<file path="src/rtl/mem_stage.sv">
// MIPS pipeline memory stage: EX/MEM register, data-cache handshake, MEM/WB register.
// Stalls the upstream pipe while the cache is busy and counts stall cycles.
module mem_stage #(
   parameter int unsigned MIPS_BUS = 32,
   parameter int unsigned CNT_W    = 16
) (
   input  logic                clk,
   input  logic                rst,
   input  logic [MIPS_BUS-1:0] ALU_Result,
   input  logic [MIPS_BUS-1:0] Write_DataIN,
   input  logic [4:0]          Write_RegIN,
   input  logic                MemRead,
   input  logic                MemWrite,
   input  logic                RegWrite,
   input  logic                MemtoReg,
   input  logic [MIPS_BUS-1:0] DCACHE_rdata,
   input  logic                DCACHE_stall,
   output logic                DCACHE_ren,
   output logic                DCACHE_wen,
   output logic [MIPS_BUS-3:0] DCACHE_addr,
   output logic [MIPS_BUS-1:0] DCACHE_wdata,
   output logic [MIPS_BUS-1:0] EX_MEMALUResult,
   output logic [4:0]          EX_MEM_Rd,
   output logic                EX_MEM_RegWrite,
   output logic [MIPS_BUS-1:0] MEM_WBWriteDATA,
   output logic [4:0]          MEM_WB_Rd,
   output logic                MEM_WB_RegWrite,
   output logic                mem_stall,
   output logic                misalign_err,
   output logic [CNT_W-1:0]    stall_cycles
);

   typedef enum logic {IDLE, BUSY} state_t;

   state_t state, state_nxt;

   logic [MIPS_BUS-1:0] alu_q, wdata_q;
   logic [4:0]          rd_q;
   logic                memread_q, memwrite_q, regwrite_q, memtoreg_q;
   logic                mem_op;

   always_ff @(posedge clk or negedge rst) begin
      if (!rst) begin
         alu_q      <= '0;
         wdata_q    <= '0;
         rd_q       <= '0;
         memread_q  <= 1'b0;
         memwrite_q <= 1'b0;
         regwrite_q <= 1'b0;
         memtoreg_q <= 1'b0;
      end else if (!mem_stall) begin
         alu_q      <= ALU_Result;
         wdata_q    <= Write_DataIN;
         rd_q       <= Write_RegIN;
         memread_q  <= MemRead;
         memwrite_q <= MemWrite;
         regwrite_q <= RegWrite;
         memtoreg_q <= MemtoReg;
      end
   end

   // Read+write together is illegal; it is treated as a write, so ren is masked.
   assign mem_op       = memread_q | memwrite_q;
   assign DCACHE_ren   = memread_q & ~memwrite_q;
   assign DCACHE_wen   = memwrite_q;
   assign DCACHE_addr  = alu_q[MIPS_BUS-1:2];
   assign DCACHE_wdata = wdata_q;
   assign mem_stall    = mem_op & DCACHE_stall;

   assign EX_MEMALUResult = alu_q;
   assign EX_MEM_Rd       = rd_q;
   assign EX_MEM_RegWrite = regwrite_q;

   always_ff @(posedge clk or negedge rst) begin
      if (!rst) state <= IDLE;
      else      state <= state_nxt;
   end

   always_comb begin
      state_nxt = state;
      unique case (state)
         IDLE: if (mem_op && DCACHE_stall) state_nxt = BUSY;
         BUSY: if (!DCACHE_stall)          state_nxt = IDLE;
         default:                          state_nxt = IDLE;
      endcase
   end

   always_ff @(posedge clk or negedge rst) begin
      if (!rst) begin
         MEM_WBWriteDATA <= '0;
         MEM_WB_Rd       <= '0;
         MEM_WB_RegWrite <= 1'b0;
      end else if (!mem_stall) begin
         MEM_WBWriteDATA <= memtoreg_q ? DCACHE_rdata : alu_q;
         MEM_WB_Rd       <= rd_q;
         MEM_WB_RegWrite <= regwrite_q;
      end else begin
         MEM_WB_RegWrite <= 1'b0;
      end
   end

   always_ff @(posedge clk or negedge rst) begin
      if (!rst) begin
         misalign_err <= 1'b0;
         stall_cycles <= '0;
      end else begin
         if (mem_op && !DCACHE_stall && (alu_q[1:0] != 2'b00)) misalign_err <= 1'b1;
         if (mem_stall && (stall_cycles != '1)) stall_cycles <= stall_cycles + 1'b1;
      end
   end

endmodule
</file>
<file path="config.mk">
export PLATFORM = sky130hd
export DESIGN_NAME = mem_stage
export DESIGN_NICKNAME = d
export VERILOG_FILES = /design/src/rtl/mem_stage.sv
export SDC_FILE = /design/constraint.sdc
export NUM_CORES = 1
export LEC_CHECK = 0
export ABC_AREA = 1
export CORE_AREA = 2 2 135 151
export DETAILED_ROUTE_END_ITERATION = 8
export DIE_AREA = 0 0 137 153
export GPL_ROUTABILITY_DRIVEN = 0
export SLEW_MARGIN = 15
export SYNTH_ARGS = -nofsm -noshare
export SYNTH_HDL_FRONTEND = slang
export SYNTH_SLANG_ARGS = --single-unit
export TNS_END_PERCENT = 5
</file>
<file path="constraint.sdc">
create_clock -name clk -period 1.65 [get_ports clk]
set_clock_uncertainty 0.2 [all_clocks]
set_input_delay 0.33 -clock clk [delete_from_list [all_inputs] [get_ports clk]]
set_output_delay 0.33 -clock clk [all_outputs]
set_load 0.05 [all_outputs]
</file>
==> summary by stage <==
Outcome
The flow ran to the end, but the final reports show violations. The checks that failed: negative setup slack.

STA
The post-route minimum period is 1.82 ns. Dividing the final minimum period by the clock period gives 110%. The relative max-transition margin is 76.7%. The worst-case setup margin in the final layout is -0.172 ns.

The number of endpoints with negative hold slack in the final report is 0. Setup repair after global routing could not meet its margin everywhere. The transition time of the tightest slew-check pin is 0.349 ns.

The setup-violating endpoint count in the final report is 10. Static timing analysis puts the maximum clock frequency at 549 MHz. The final-report max-slew violation count is 0.

Synth
A synthesized cell averages 8.27 sq um. Summing the sequential cell areas from Yosys gives 55.8% of the chip area. Yosys printed 0 warnings. After synthesis the netlist holds a flip-flop and latch count of 128. The cell area after technology mapping is 5740 sq um. After synthesis, the netlist uses 27 different library cells. Synthesis handed over a netlist of 694 instances. The synthesized netlist net count is 803.

Power and ir drop
The leakage component of the power is 5.15 nW. Summing internal, switching and leakage power gives 14.5 mW. The analysis attributes to net switching a power of 5.31 mW.

The power per cell area is 1300 nW/um^2. The sequential cell fraction of total power is 30.0%. The share of total power consumed by net switching is 36.6%. Internal power comes to 9.20 mW. Of the total power, the clock network draws 28.2%. The share of total power dissipated in combinational logic is 41.7%. The worst-case vdd ir drop is 0.760 mV.

Placement
The pre-CTS setup slack is -0.376 ns. The total of buffers placed on input and output ports is 265. The number of instances in the placed design is 1183. The HPWL after detailed placement is 14000 um.

Cells and area
The repair_antennas step left the layout with diodes totalling 0. Relative to the synthesized area, the layout overhead comes to 93.9%. In the final layout, the share of cells above drive strength 1 is 30.5%. The final layout net count is 1069. The utilization after layout is 57.2%. The number of filler instances in the final layout is 1643. The final standard cell count with taps included and fillers excluded is 1225.

Floorplan
The initial cell density of the core is 29.5%. The horizontal die dimension is 137 um. The die area is 21000 sq um. The core box area is 19500 sq um. The count of standard-cell rows is 54. During I/O placement, the number of pins put on the boundary was 266. In this run the vertical extent of the chip is 153 um.

Setup path
In this run the worst path has a maximum fanout of 2. The most repeated library cell on the critical path is sky130_fd_sc_hd__nor2_4. STA puts the critical path data required time at 1.12 ns. The worst setup path is launched from a flop.

For the worst setup path, the data arrival time is 1.29 ns. The capture instance of the worst register-to-register path is DCACHE_wen$_DFFE_PN0N_. The worst reg-to-reg path cell count is 8. The critical path is of the flop to output port type. The setup slack of the most critical reg-to-reg path is -0.02 ns. The slowest cell on the critical path is sky130_fd_sc_hd__dfrtp_1. The kind of end point of the critical path is an output port. For this run, the slowest stage of the critical path takes 0.41 ns. The startpoint of the most critical register-to-register path is memread_q$_DFFE_PN0N_.

Traced cell by cell, the critical path runs through nor2_4, nor2_4, buf_6, buf_12.

GRT
The global-route congestion overflow total is 0. The first global-routing pass estimated 29500 um of wire. The pin count of the biggest net entering global routing is 37. The via count of the first global-routing pass is 5381.

Across every metal layer, demand over resource in global routing totals 18.4%. The number of antenna violations at the first check in global routing was 0.

Route
After detailed routing, the number of remaining DRC violations is 0. After the first detailed-routing iteration, the DRC count stood at 195. The detail route stage leaves a number of antenna-violating nets equal to 0. After detailed routing, the total wire length is 18500 um.

After detailed routing, the average wire length per cell comes to 15.1 um. The routed layout has 5376 vias. The first TritonRoute pass finished after 4 iterations.

Dividing the detail-routed via count by the number of cells gives 4.39.

Clock tree
The largest buffer count on any clock path is 2. The total CTS buffers is 17. The clock slew seen by the registers of the worst setup and hold paths is 0.06 ns. The number of sinks driven by the clock tree is 128. The root buffer cell chosen for the clock tree is sky130_fd_sc_hd__clkbuf_16. The insertion delay to the later sink of the worst-skew pair is 0.42 ns. TritonCTS built the clock tree. The CTS H-tree depth is 4.

Flow run
Max-cap violations in this run came to 0.

Hold path
In this run the worst hold path is classified as primary input to async pin.
==> kinds of logic (layout without fill, tap and decap cells) <==
group	after synthesis	count (layout)	synth area share, %
AO/OA/AOI/OAI	46	46	4.95
XOR/XNOR	5	5	0.763
adder cells (fa/ha/maj)	1	1	0.218
buffers and inverters	83	362	8.33
flip-flops	128	128	55.8
AND/OR/NAND/NOR	431	431	29.9
==> cell usage in the layout (no fill, tap or decap), types with 4 or more instances in the layout <==
master,Yosys,layout
sky130_fd_sc_hd__nand2_1,352,350
sky130_fd_sc_hd__buf_12,0,165
sky130_fd_sc_hd__clkdlybuf4s50_1,0,105
sky130_fd_sc_hd__dfrtp_1,128,93
sky130_fd_sc_hd__nor2_1,51,48
sky130_fd_sc_hd__dfrtp_2,0,35
sky130_fd_sc_hd__a31oi_1,32,32
sky130_fd_sc_hd__buf_4,37,23
sky130_fd_sc_hd__clkbuf_16,0,17
sky130_fd_sc_hd__inv_1,17,16
sky130_fd_sc_hd__buf_6,1,13
sky130_fd_sc_hd__nor2_4,3,8
sky130_fd_sc_hd__nor2_2,8,6
sky130_fd_sc_hd__o21ai_1,5,5
sky130_fd_sc_hd__nand2_2,3,5
sky130_fd_sc_hd__nand3_1,5,5
sky130_fd_sc_hd__nand4_1,5,5
sky130_fd_sc_hd__bufinv_16,0,4
==> power by group through the flow <==
| stage | logic [mW] | clock network [mW] | registers [mW] |
|---|---|---|---|
| 2_1_floorplan | 1.35 | 0 | 5.71 |
| 3_3_place_gp | 5.98 | 0 | 4.38 |
| 3_5_place_dp | 6.02 | 0 | 4.39 |
| 4_1_cts | 6.08 | 4.20 | 4.35 |
| 5_1_grt | 6.35 | 4.33 | 4.44 |
| 6_report | 6.05 | 4.10 | 4.36 |
==> cells in the mapped netlist <==
library cell | count | area, sq um
sky130_fd_sc_hd__buf_6 | 1 | 11.3
sky130_fd_sc_hd__nor2_1 | 51 | 191
sky130_fd_sc_hd__nand2_8 | 1 | 20.0
sky130_fd_sc_hd__nand2_2 | 3 | 18.8
sky130_fd_sc_hd__o21ai_2 | 3 | 26.3
sky130_fd_sc_hd__o21ai_1 | 5 | 25.0
sky130_fd_sc_hd__nand4_1 | 5 | 31.3
sky130_fd_sc_hd__dfrtp_1 | 128 | 3200
sky130_fd_sc_hd__inv_2 | 3 | 11.3
sky130_fd_sc_hd__a21oi_1 | 3 | 15.0
sky130_fd_sc_hd__a21o_1 | 1 | 7.51
sky130_fd_sc_hd__nand2_1 | 352 | 1320
sky130_fd_sc_hd__xor2_1 | 2 | 17.5
sky130_fd_sc_hd__inv_1 | 17 | 63.8
sky130_fd_sc_hd__o21ai_0 | 2 | 10.0
sky130_fd_sc_hd__nand3b_1 | 2 | 15.0
sky130_fd_sc_hd__nand3_1 | 5 | 25.0
sky130_fd_sc_hd__buf_4 | 37 | 278
sky130_fd_sc_hd__a31oi_1 | 32 | 200
sky130_fd_sc_hd__nand2_4 | 1 | 11.3
sky130_fd_sc_hd__xnor2_1 | 3 | 26.3
sky130_fd_sc_hd__buf_1 | 3 | 11.3
sky130_fd_sc_hd__nor2_2 | 8 | 50.1
sky130_fd_sc_hd__nor2_4 | 3 | 33.8
sky130_fd_sc_hd__buf_2 | 16 | 80.1
sky130_fd_sc_hd__clkbuf_1 | 6 | 22.5
sky130_fd_sc_hd__ha_1 | 1 | 12.5
==> metal layers <==
metal  vias up  wire length (um)  global-route usage (%)
met3        17              1650                    8.16
met4         0               210                    4.91
met1      2511              7270                    22.0
li1       2665                 -                       -
met5         -                 0                       0
met2       183              9340                    30.0
==> worst max-delay path by stage <==
stage	from	end	slack, ns	cells after the start
finish	memread_q$_DFFE_PN0N_	mem_stall	-0.17	4
global route	memread_q$_DFFE_PN0N_	mem_stall	-0.23	4
CTS	DCACHE_wen$_DFFE_PN0N_	mem_stall	-0.20	4
detailed placement	DCACHE_stall	stall_cycles[13]$_DFFE_PN0P_	-0.38	9
global placement	DCACHE_stall	stall_cycles[5]$_DFFE_PN0P_	-0.37	9
floorplan	DCACHE_wen$_DFFE_PN0N_	mem_stall	-0.07	4
==> through the flow <==
stage	TNS [ns]	hold slack [ns]	area, sq um
after floorplan	-0.592	-0.166	5780
after global placement	-35.18	0.0478	10300
after detailed placement	-36.46	0.0517	10300
after CTS	-0.648	0.178	11000
after global routing	-4.23	0.182	11100
final	-0.521	0.172	11100
==> sequential cells by signal (all words and copies together) (netlist names) <==
register,count
memread_q,1
EX_MEMALUResult,32
EX_MEM_Rd,5
DCACHE_wdata,32
DCACHE_wen,1
MEM_WBWriteDATA,32
stall_cycles,16
misalign_err,1
memtoreg_q,1
MEM_WB_RegWrite,1
MEM_WB_Rd,5
EX_MEM_RegWrite,1
==> repair_timing <==
item,in CTS,in global routing
hold endpoints to repair,128,1
setup buffers,4,4
gates resized for setup,20,30
pin swaps,3,5
endpoints found under the setup margin,20,80
hold buffers,1,1
==> worst max-delay path: cells and delay by family, from the launching register on <==
| family | cells | cell delay (ns) |
|---|---|---|
| DFF | 1 | 0.41 |
| and+or+nand+nor | 2 | 0.20 |
| buffers and inverters | 2 | 0.26 |
==> cell type report <==
| cell class | instances | area (sq um) | share of cell area (%) |
|---|---|---|---|
| repair buffers | 310 | 4720 | 42.4 |
| flip-flops and latches | 128 | 3250 | 29.2 |
| multi-input cells | 483 | 2110 | 18.9 |
| clock buffers | 21 | 470 | 4.23 |
| well taps | 252 | 315 | 2.83 |
| clock inverters | 11 | 178 | 1.60 |
| inverters | 20 | 90.1 | 0.809 |
Note: power is estimated with default switching activity, not from simulation.
